--- config.mk ---
export PLATFORM = sky130hd
export DESIGN_NAME = instr_encoder_flat
export DESIGN_NICKNAME = d
export VERILOG_FILES = /design/src/rtl/instr_encoder_if.sv /design/src/rtl/instr_encoder.sv /design/src/flat_wrapper.sv
export SDC_FILE = /design/constraint.sdc
export NUM_CORES = 1
export LEC_CHECK = 0
export BUFFER_PORTS_ARGS = -buffer_cell sky130_fd_sc_hd__clkbuf_2
export CAP_MARGIN = 0
export CELL_PAD_IN_SITES_DETAIL_PLACEMENT = 0
export CELL_PAD_IN_SITES_GLOBAL_PLACEMENT = 1
export CORE_ASPECT_RATIO = 0.75
export CORE_MARGIN = 8
export CORE_UTILIZATION = 39
export DETAILED_ROUTE_END_ITERATION = 6
export GPL_TIMING_DRIVEN = 0
export PLACE_DENSITY_LB_ADDON = 0.1
export SYNTH_ARGS = -nofsm -noshare
export SYNTH_HDL_FRONTEND = slang
export SYNTH_SLANG_ARGS = --single-unit
--- constraint.sdc ---
create_clock -name clk -period 2 [get_ports clk]
set_clock_uncertainty 0.1 [all_clocks]
set_input_delay 0.3 -clock clk [delete_from_list [all_inputs] [get_ports clk]]
set_output_delay 0.3 -clock clk [all_outputs]
set_load 0.01 [all_outputs]
--- src/rtl/instr_encoder_if.sv ---
// Field-bundle input and encoded-word output handshakes of instr_encoder.
interface instr_encoder_if #(
    parameter int XLEN = 32
) ();
    logic            in_valid;
    logic            in_ready;
    logic [2:0]      in_fmt;
    logic [6:0]      in_opcode;
    logic [4:0]      in_rd;
    logic [4:0]      in_rs1;
    logic [4:0]      in_rs2;
    logic [2:0]      in_funct3;
    logic [6:0]      in_funct7;
    logic [XLEN-1:0] in_imm;
    logic            out_valid;
    logic            out_ready;
    logic [31:0]     out_instr;
    logic [XLEN-1:0] out_addr;
    logic            out_err;

    modport master (
        output in_valid, in_fmt, in_opcode, in_rd, in_rs1, in_rs2,
               in_funct3, in_funct7, in_imm, out_ready,
        input  in_ready, out_valid, out_instr, out_addr, out_err
    );

    modport slave (
        input  in_valid, in_fmt, in_opcode, in_rd, in_rs1, in_rs2,
               in_funct3, in_funct7, in_imm, out_ready,
        output in_ready, out_valid, out_instr, out_addr, out_err
    );
endinterface

--- src/rtl/instr_encoder.sv ---
// Packs decoded RV32 fields into R/I/S/B/U/J words behind a 2-entry FIFO with address tags.
// INSTR_ENC_ERR_DROP_EN: errored bundles are counted but dropped instead of emitted.
module instr_encoder #(
    parameter int              XLEN      = 32,
    parameter logic [XLEN-1:0] BASE_ADDR = '0,
    parameter int              ERR_CNT_W = 16
) (
    input  logic                 clk,
    input  logic                 rst_n,
    instr_encoder_if.slave       bus,
    input  logic                 addr_clr,
    output logic [ERR_CNT_W-1:0] err_cnt
);
    typedef enum logic [2:0] {
        FMT_R = 3'd0,
        FMT_I = 3'd1,
        FMT_S = 3'd2,
        FMT_B = 3'd3,
        FMT_U = 3'd4,
        FMT_J = 3'd5
    } fmt_e;

    logic [31:0]     instr_q [2];
    logic [XLEN-1:0] addr_q  [2];
`ifndef INSTR_ENC_ERR_DROP_EN
    logic            err_q   [2];
`endif
    logic            rd_ptr, wr_ptr;
    logic [1:0]      count;
    logic [XLEN-1:0] addr_cnt;
    logic [XLEN-1:0] push_tag;
    logic [31:0]     enc_instr;
    logic            enc_err;
    logic            accept, push, pop;
    logic [XLEN-1:0] imm;

    // True when v is representable as a two's-complement value of 'bits' bits.
    function automatic logic fits_signed(input logic [XLEN-1:0] v, input int unsigned bits);
        logic signed [XLEN-1:0] sh;
        sh = $signed(v) >>> (bits - 1);
        return (sh == '0) || (sh == '1);
    endfunction

    assign imm = bus.in_imm;

    always_comb begin
        enc_instr = '0;
        enc_err   = 1'b0;
        case (fmt_e'(bus.in_fmt))
            FMT_R: enc_instr = {bus.in_funct7, bus.in_rs2, bus.in_rs1, bus.in_funct3,
                                bus.in_rd, bus.in_opcode};
            FMT_I: begin
                enc_instr = {imm[11:0], bus.in_rs1, bus.in_funct3, bus.in_rd, bus.in_opcode};
                enc_err   = !fits_signed(imm, 12);
            end
            FMT_S: begin
                enc_instr = {imm[11:5], bus.in_rs2, bus.in_rs1, bus.in_funct3,
                             imm[4:0], bus.in_opcode};
                enc_err   = !fits_signed(imm, 12);
            end
            FMT_B: begin
                enc_instr = {imm[12], imm[10:5], bus.in_rs2, bus.in_rs1, bus.in_funct3,
                             imm[4:1], imm[11], bus.in_opcode};
                enc_err   = !fits_signed(imm, 13) || imm[0];
            end
            FMT_U: begin
                enc_instr = {imm[31:12], bus.in_rd, bus.in_opcode};
                enc_err   = (imm[11:0] != '0);
            end
            FMT_J: begin
                enc_instr = {imm[20], imm[10:1], imm[11], imm[19:12], bus.in_rd, bus.in_opcode};
                enc_err   = !fits_signed(imm, 21) || imm[0];
            end
            default: begin
                enc_instr = '0;
                enc_err   = 1'b1;
            end
        endcase
    end

    assign bus.in_ready  = (count < 2'd2);
    assign bus.out_valid = (count != 2'd0);
    assign bus.out_instr = instr_q[rd_ptr];
    assign bus.out_addr  = addr_q[rd_ptr];
    assign accept        = bus.in_valid & bus.in_ready;
    assign pop           = bus.out_valid & bus.out_ready;
    assign push_tag      = addr_clr ? BASE_ADDR : addr_cnt;

`ifdef INSTR_ENC_ERR_DROP_EN
    assign push        = accept & ~enc_err;
    assign bus.out_err = 1'b0;
`else
    assign push        = accept;
    assign bus.out_err = err_q[rd_ptr];
`endif

    always_ff @(posedge clk or negedge rst_n) begin
        if (!rst_n) begin
            for (int unsigned i = 0; i < 2; i++) begin
                instr_q[i] <= '0;
                addr_q[i]  <= BASE_ADDR;
`ifndef INSTR_ENC_ERR_DROP_EN
                err_q[i]   <= 1'b0;
`endif
            end
            rd_ptr   <= 1'b0;
            wr_ptr   <= 1'b0;
            count    <= '0;
            addr_cnt <= BASE_ADDR;
            err_cnt  <= '0;
        end else begin
            if (push) begin
                instr_q[wr_ptr] <= enc_instr;
                addr_q[wr_ptr]  <= push_tag;
`ifndef INSTR_ENC_ERR_DROP_EN
                err_q[wr_ptr]   <= enc_err;
`endif
                wr_ptr          <= ~wr_ptr;
            end
            if (pop) begin
                rd_ptr <= ~rd_ptr;
            end
            count <= count + 2'(push) - 2'(pop);
            // A clear coincident with a push tags that word with BASE_ADDR and steps past it.
            if (push) begin
                addr_cnt <= push_tag + XLEN'(4);
            end else if (addr_clr) begin
                addr_cnt <= BASE_ADDR;
            end
            if (accept && enc_err && (err_cnt != '1)) begin
                err_cnt <= err_cnt + 1'b1;
            end
        end
    end
endmodule

--- src/flat_wrapper.sv ---
// flat-port wrapper written by rule: the top's interface ports become plain ports
module instr_encoder_flat 
#(
    parameter int              XLEN      = 32,
    parameter logic [XLEN-1:0] BASE_ADDR = '0,
    parameter int              ERR_CNT_W = 16
)
  (clk, rst_n, addr_clr, err_cnt, bus_in_valid, bus_in_fmt, bus_in_opcode, bus_in_rd, bus_in_rs1, bus_in_rs2, bus_in_funct3, bus_in_funct7, bus_in_imm, bus_out_ready, bus_in_ready, bus_out_valid, bus_out_instr, bus_out_addr, bus_out_err);
  instr_encoder_if #(.XLEN(XLEN)) bus_i ();
  input  logic clk;
  input  logic rst_n;
  input  logic addr_clr;
  output logic [ERR_CNT_W-1:0] err_cnt;
  input wire logic [$bits(bus_i.in_valid)-1:0] bus_in_valid;
  input wire logic [$bits(bus_i.in_fmt)-1:0] bus_in_fmt;
  input wire logic [$bits(bus_i.in_opcode)-1:0] bus_in_opcode;
  input wire logic [$bits(bus_i.in_rd)-1:0] bus_in_rd;
  input wire logic [$bits(bus_i.in_rs1)-1:0] bus_in_rs1;
  input wire logic [$bits(bus_i.in_rs2)-1:0] bus_in_rs2;
  input wire logic [$bits(bus_i.in_funct3)-1:0] bus_in_funct3;
  input wire logic [$bits(bus_i.in_funct7)-1:0] bus_in_funct7;
  input wire logic [$bits(bus_i.in_imm)-1:0] bus_in_imm;
  input wire logic [$bits(bus_i.out_ready)-1:0] bus_out_ready;
  output wire logic [$bits(bus_i.in_ready)-1:0] bus_in_ready;
  output wire logic [$bits(bus_i.out_valid)-1:0] bus_out_valid;
  output wire logic [$bits(bus_i.out_instr)-1:0] bus_out_instr;
  output wire logic [$bits(bus_i.out_addr)-1:0] bus_out_addr;
  output wire logic [$bits(bus_i.out_err)-1:0] bus_out_err;
  assign bus_i.in_valid = bus_in_valid;
  assign bus_i.in_fmt = bus_in_fmt;
  assign bus_i.in_opcode = bus_in_opcode;
  assign bus_i.in_rd = bus_in_rd;
  assign bus_i.in_rs1 = bus_in_rs1;
  assign bus_i.in_rs2 = bus_in_rs2;
  assign bus_i.in_funct3 = bus_in_funct3;
  assign bus_i.in_funct7 = bus_in_funct7;
  assign bus_i.in_imm = bus_in_imm;
  assign bus_i.out_ready = bus_out_ready;
  assign bus_in_ready = bus_i.in_ready;
  assign bus_out_valid = bus_i.out_valid;
  assign bus_out_instr = bus_i.out_instr;
  assign bus_out_addr = bus_i.out_addr;
  assign bus_out_err = bus_i.out_err;
  instr_encoder #(.XLEN(XLEN), .BASE_ADDR(BASE_ADDR), .ERR_CNT_W(ERR_CNT_W)) u_core (.clk(clk), .rst_n(rst_n), .bus(bus_i), .addr_clr(addr_clr), .err_cnt(err_cnt));
endmodule
==> summary.txt, run 1 <==
Setup path
  – Crit path cell chain: nand2b_4 -> inv_4 -> ha_4 -> nand4b_1 -> nor3_4 -> nand2_2 -> nor2_4 -> nand4_1 -> or3_1 -> a21oi_2
  – Reg-to-reg critical path endpoint: u_core.addr_cnt[28]
  – Peak per-stage delay on the critical path: 0.44 ns
  – CP endpoint kind: flop
  – Slowest cell on the critical path: or3_1
  – Critical Path AT: 2.49 ns
  – Crit path max-delay family: simple AND/OR/NAND/NOR gates
  – Worst r2r src: u_core.addr_cnt[3]
  – Crit path kind: reg2reg
  – Internal reg-to-reg setup slack: -0.23 ns
  – WP depth: 10
  – Crit start category: flop
  – Worst path required time: 2.26 ns
  – CP Buf/Inv Count: 1
  – Largest fanout on the critical path: 6
  – Reg2reg path depth: 10

Place
  – Placed cell areas: around 0.01 mm2
  – I/O Buffers: 150
  – Hpwl dp: 18400 um
  – Final GP Congestion: 0.826
  – Pre-CTS WS: -0.760 ns

Synth
  – Post-synth top area share: 51.8%
  – Post-synthesis cell area: 0.00879 mm2
  – Post-Syn Instances: 898
  – Post-synth cell types: 54
  – Syn. warnings: 0
  – Syn avg cell area: slightly below 10 um2
  – Most numerous cell in the Yosys netlist: dfrtp_1
  – Yosys top cell by area: dfrtp_1
  – Post-synth top flop: dfrtp_1
  – Fraction of registers with async set/reset: 100%
  – Register area share after synthesis: 51.8%
  – EDFF count, synth: 0
  – Post-synth top cells: dfrtp_1, nand2_1, o21ai_0
  – Synth area leaders: dfrtp_1, mux2_2, o21ai_0
  – Net count after synthesis: ~970
  – Seq cells post-synth: 182

Cells and area
  – Share of cells above drive strength 1: 32.5%
  – Layout area overhead: 36.5%
  – ANT cells: 0
  – # fillers: 2068
  – Final nets: 1184
  – Final instance area: 0.0120 mm2

Timing
  – Crit path time final: 2.23 ns
  – Final period util: 111%
  – Max transition margin: 58.6%
  – Worst Tran Pin Value: 0.621 ns
  – Worst setup margin: -0.229 ns
  – Unrepaired setup endpoints after global routing: true
  – Count of final hold-check violations: 0
  – Fmax achieved: 449 MHz
  – Slew Viols, Final: 0
  – Final setup violation count: 72

CTS
  – CTS Buffer Depth: 2
  – CTS tree: built
  – Clk_lat worst skew: 0.43 ns
  – Clk sinks: 182
  – Clk root buf: clkbuf_16
  – Total CTS buffers: 17
  – Worst-path clk slew: approximately 0.07 ns
  – H-tree depth: 4

Flow run
  – Max_cap viols: 0

Drt
  – Post-DR wirelength/cell: between 15 and 20 um
  – Final WL: 26100 um
  – Initial drt markers: 449
  – 1st-pass router iterations: 4
  – Vias: 7248
  – Final ANT Viol Nets: 0
  – Vias per inst: 5.12
  – Drt drc: 0

Pwr
  – Leak: between 5 and 6 nW
  – P per Cell Area: roughly 1200 mW/mm2
  – Peak VDD IR: 0.000693 V

Run status
  – Failing checks: setup timing
  – Status: finished with violations

Floorplan
  – Core footprint: 0.0221 mm2
  – Cell Rows: 47
  – Total die area: 0.0277 mm2
  – IO Pins: between 150 and 200
  – Initial Utilization: 39.8%
  – Die height: 146 um
  – Die Wd: 189 um

GRT
  – Vias in the first global route: around 7500
  – First-pass GRT wire length: 42600 um
  – Grt total ovfl: 0
  – Largest net degree at the start of global routing: 112
  – Initial antenna violation count: 0
  – Tot GR Track Use: roughly a fifth

Hold path
  – Hold path cells: 3
  – Min-Delay Path Class: in2reg
  – Worst Hold Path EP: u_core.instr_q[37]
  – Hold Startpoint: bus_in_opcode[5]
-- layout make-up --
class | instances | area, um2 | share of cell area (%)
timing repair buffer | 191 | 1680 | 14.0
sequential | 182 | 4560 | 37.9
multi-input combinational | 651 | 4320 | 36.0
buffer | 53 | 443 | 3.69
tap | 294 | 368 | 3.06
clock inverter | 13 | 133 | 1.10
inverter | 12 | 52.6 | 0.438
clock buffer | 19 | 453 | 3.77
-- metrics by stage --
step | hold slack, ns | TNS, ns | std cells | utilization (%) | total power, W
global route | 0.00423 | -12.29 | 1415 | 54.3 | 0.0150
finish | 0.0237 | -7.48 | 1415 | 54.3 | 0.0142
detailed placement | 0.262 | -83.06 | 1343 | 45.2 | 0.00884
global placement | 0.357 | -635.53 | 1342 | 45.0 | 0.00880
CTS | 0.00204 | -8.51 | 1411 | 52.0 | 0.0136
floorplan | -0.0956 | -0.984 | 898 | - | 0.00722
-- repair_timing --
action,4_1_cts,5_1_grt
hold buffers,3,0
buffers inserted,26,7
gates cloned,7,0
gates resized for setup,147,163
setup endpoints to repair,224,185
pin swaps,9,11
endpoints found under the hold margin,73,0
-- where the power goes --
| part | total (W) | internal, W | switching [W] |
|---|---|---|---|
| logic | 0.00594 | 0.00320 | 0.00274 |
| registers | 0.00493 | 0.00445 | 0.000480 |
| clock network | 0.00334 | 0.00173 | 0.00161 |
| total | 0.0142 | 0.00938 | 0.00483 |
-- how the worst max path moves through the flow --
stage,to,start
2_1_floorplan,u_core.addr_cnt[26],addr_clr
3_5_place_dp,u_core.addr_cnt[28],addr_clr
6_report,u_core.addr_cnt[28],u_core.addr_cnt[3]
5_1_grt,u_core.addr_cnt[28],u_core.addr_cnt[3]
3_3_place_gp,u_core.addr_q[54],rst_n
4_1_cts,u_core.addr_cnt[28],u_core.addr_cnt[3]
-- kinds of logic (layout without fill, tap and decap cells) --
logic type | count (synthesis) | in the layout | share of synthesized area (%)
simple gates | 337 | 337 | 18.6
compound gates | 190 | 190 | 11.9
mux | 76 | 76 | 9.66
flops | 182 | 182 | 51.8
xor+xnor | 44 | 44 | 4.38
fa+ha+maj | 4 | 4 | 0.569
buf+inv | 65 | 288 | 3.10
-- per-layer routing --
layer	share of wire, %	routed length [um]	vias up	track usage [%]
met5	0	0	-	0
li1	-	-	3493	-
met4	0.90	234	0	4.29
met3	3.5	915	13	3.74
met2	44	11600	134	28.4
met1	51	13400	3608	28.6
-- cells in the final DEF, fill, tap and decap left out, drive strengths merged, types with 3 or more instances in the layout --
| cell type | instances |
|---|---|
| xor2 | 28 |
| nor2b | 21 |
| a21oi | 34 |
| dfrtp | 182 |
| nand2 | 168 |
| a221oi | 5 |
| clkinv | 3 |
| dlygate4sd3 | 3 |
| nand2b | 33 |
| ha | 4 |
| nand4 | 12 |
| mux2i | 8 |
| nand3 | 16 |
| and3 | 9 |
| or3 | 4 |
| nor2 | 50 |
| xnor2 | 16 |
| nor3 | 5 |
| mux2 | 68 |
| a31oi | 4 |
| and2 | 3 |
| nor4 | 9 |
| buf | 107 |
| inv | 21 |
| nand4b | 3 |
| o21ai | 137 |
| clkbuf | 153 |
-- registers in the layout, indices dropped and copies added, names as in the netlist --
signal,cells
u_core.addr_cnt,32
u_core.addr_q,64
u_core.count,2
u_core.err_cnt,16
u_core.err_q,2
u_core.instr_q,64
u_core.rd_ptr,1
u_core.wr_ptr,1
-- worst min-delay path, cell delays in order --
cell	delay [ns]
clkbuf_2	0.08
nand2_1	0.06
o21ai_0	0.07
Note: power is estimated with default switching activity, not from simulation.
==> inputs of run 2 (changes only) <==
ABC_AREA = 0   (was default)
CELL_PAD_IN_SITES_DETAIL_PLACEMENT = 1   (was 0)
CELL_PAD_IN_SITES_GLOBAL_PLACEMENT = 2   (was 1)
CORE_UTILIZATION = 32   (was 39)
==> summary.txt, run 2 (same netlist as run 1, synthesis figures left out) <==
Cells and area
  – # fillers: 3041 (+47%)
  – Final nets: 1191 (+0.59%)
  – Layout area overhead: 35.8%
  – Final instance area: 0.0119 mm2 (-0.53%)
  – Commonest non-fill, non-tap cell in the layout: dfrtp_1
  – Most frequent cells in the layout: dfrtp_1, nand2_1, o21ai_0, clkbuf_2, buf_6
  – Post-Layout Cell Count: 1480 (+4.6%)
  – Biggest regs: u_core.addr_q x64, u_core.instr_q x64, u_core.addr_cnt x32
  – Share of cells above drive strength 1: 34.2% (+1.7 points)

CTS
  – H-tree depth: 4 (unchanged)
  – CTS Buffer Depth: 2 (unchanged)
  – Clk_lat worst skew: 0.43 ns (about the same)
  – CTS tree: built
  – Worst-path clk slew: 0.07 ns (about the same)
  – Total CTS buffers: 17 (unchanged)
  – Clk root buf: clkbuf_16
  – Clk sinks: 182 (unchanged)

Hold path
  – Hold path cells: 3 (unchanged)
  – Worst Hold Path EP: u_core.instr_q[6]
  – Hold Startpoint: bus_in_opcode[6]
  – Min-Delay Path Class: in2reg

Timing
  – Slew Viols, Final: 0 (unchanged)
  – Unrepaired setup endpoints after global routing: true
  – Final setup violation count: 73 (+1.4%)
  – Worst Tran Pin Value: 0.679 ns (+0.0580 ns)
  – Worst setup margin: -0.305 ns (-0.0758 ns)
  – Max transition margin: 54.7% (-3.9 points)
  – Crit path time final: 2.31 ns (+0.0758 ns)
  – Count of final hold-check violations: 0 (unchanged)
  – Fmax achieved: 434 MHz (-3.3%)
  – Final period util: 115% (+3.8 points)

Floorplan
  – Initial Utilization: 32.6% (-7.2 points)
  – Die height: 160 um (+9.3%)
  – IO Pins: 155 (unchanged)
  – Total die area: 0.0331 mm2 (+20%)
  – Cell Rows: 52 (+11%)
  – Core footprint: 0.0270 mm2 (+22%)
  – Die Wd: 207 um (+9.5%)

Setup path
  – Crit path cell chain: nand2b_4 -> inv_2 -> ha_4 -> nand4b_1 -> nor3_4 -> nand2_2 -> nor2_4 -> nand4_1 -> buf_4 -> or3_4 -> a21oi_2
  – Crit start category: flop
  – Worst path required time: 2.25 ns (about the same)
  – Crit path max-delay family: simple AND/OR/NAND/NOR gates
  – Crit path kind: reg2reg
  – CP Buf/Inv Count: 2 (+1)
  – Peak per-stage delay on the critical path: 0.39 ns (-0.05 ns)
  – Slowest cell on the critical path: dfrtp_1
  – Critical Path AT: 2.56 ns (+0.07 ns)
  – Reg2reg path depth: 11 (+1)
  – Largest fanout on the critical path: 5 (-1)
  – Internal reg-to-reg setup slack: -0.31 ns (-0.08 ns)
  – Worst r2r src: u_core.addr_cnt[3]
  – Reg-to-reg critical path endpoint: u_core.addr_cnt[30]
  – CP endpoint kind: flop

Pwr
  – Peak VDD IR: 0.000673 V (-2.9%)
  – Power Total: 0.0142 W (+0.23%)
  – Leak: 5.61 nW (-1.4%)
  – P per Cell Area: 1190 mW/mm2 (+0.76%)

Place
  – Pre-CTS WS: -0.780 ns (-0.0198 ns)
  – Placed cells: 1400 (+4.2%)
  – Placed cell areas: 0.0101 mm2 (+0.71%)
  – Final GP Congestion: 0.800 (-3.2%)
  – Hpwl dp: 20600 um (+12%)
  – I/O Buffers: 150 (unchanged)

Drt
  – Drt drc: 0 (unchanged)
  – Final ANT Viol Nets: 0 (unchanged)
  – Initial drt markers: 296 (-34%)
  – Vias per inst: 4.91 (-4.1%)
  – Post-DR wirelength/cell: 19.5 um (+5.8%)
  – 1st-pass router iterations: 4 (unchanged)
  – Vias: 7268 (+0.28%)
  – Final WL: 28900 um (+11%)

Flow run
  – Max_cap viols: 0 (unchanged)

GRT
  – Initial antenna violation count: 0 (unchanged)
  – Largest net degree at the start of global routing: 106 (-5.4%)
  – Grt total ovfl: 0 (unchanged)
  – Tot GR Track Use: 17.6% (-1.6 points)
  – Vias in the first global route: 7823 (+4.1%)
  – First-pass GRT wire length: 46100 um (+8.4%)

Run status
  – Failing checks: setup timing
  – Status: finished with violations
-- run 2: power breakdown --
part	leakage, nW	switching [W]	internal (W)	total [W]
Combinational	2.86	0.00279	0.00296	0.00575
Sequential	2.44	0.000460	0.00445	0.00491
Clock	0.310	0.00153	0.00206	0.00359
-- run 2: per-layer routing --
| layer | track usage, % | routed length, um | share of wire (%) |
|---|---|---|---|
| met4 | 3.21 | 196 | 0.68 |
| met5 | 0 | 0 | 0 |
| met1 | 25.9 | 14900 | 52 |
| met3 | 3.19 | 807 | 2.8 |
| met2 | 26.7 | 13000 | 45 |
-- run 2: repair_timing --
item / CTS / global route
pin swaps: 10 / 12
setup endpoints to repair: 225 / 211
buffers inserted: 26 / 17
resized for setup: 110 / 169
endpoints found under the hold margin: 77 / 0
hold buffers: 1 / 0
gates cloned: 7 / 0
-- run 2: through the flow --
step / util [%] / setup TNS (ns) / hold slack (ns)
floorplan: - / -0.984 / -0.0956
global placement: 37.2 / -667.45 / 0.355
detailed placement: 37.3 / -99.69 / 0.279
CTS: 42.3 / -9.90 / 0.00672
global route: 44.2 / -14.13 / 0.0239
finish: 44.2 / -9.14 / 0.0226
-- run 2: worst max path at each step --
| stage | endpoint | depth (start not counted) | slack [ns] | from |
|---|---|---|---|---|
| after global placement | u_core.addr_q[23] | 1 | -3.19 | rst_n |
| after global routing | u_core.addr_cnt[30] | 11 | -0.44 | u_core.addr_cnt[2] |
| after CTS | u_core.addr_cnt[30] | 10 | -0.23 | u_core.addr_cnt[2] |
| after floorplan | u_core.addr_cnt[26] | 12 | -0.29 | addr_clr |
| after detailed placement | u_core.addr_cnt[30] | 12 | -0.78 | addr_clr |
| final | u_core.addr_cnt[30] | 11 | -0.31 | u_core.addr_cnt[3] |
-- run 2: worst min-delay path, stage by stage --
cell and delay [ns]:
clkbuf_2 0.08, nand2_1 0.06, o21ai_0 0.07
-- run 2: layout make-up --
cell class / count / area [um2] / area share (%)
Antenna cell: 1 / 2.50 / 0.0210
Multi-Input combinational cell: 652 / 4260 / 35.6
Buffer: 52 / 433 / 3.62
Sequential cell: 182 / 4560 / 38.2
Timing Repair Buffer: 198 / 1580 / 13.3
Inverter: 12 / 50.0 / 0.419
Clock buffer: 19 / 453 / 3.79
Tap cell: 351 / 439 / 3.68
Clock inverter: 13 / 169 / 1.41
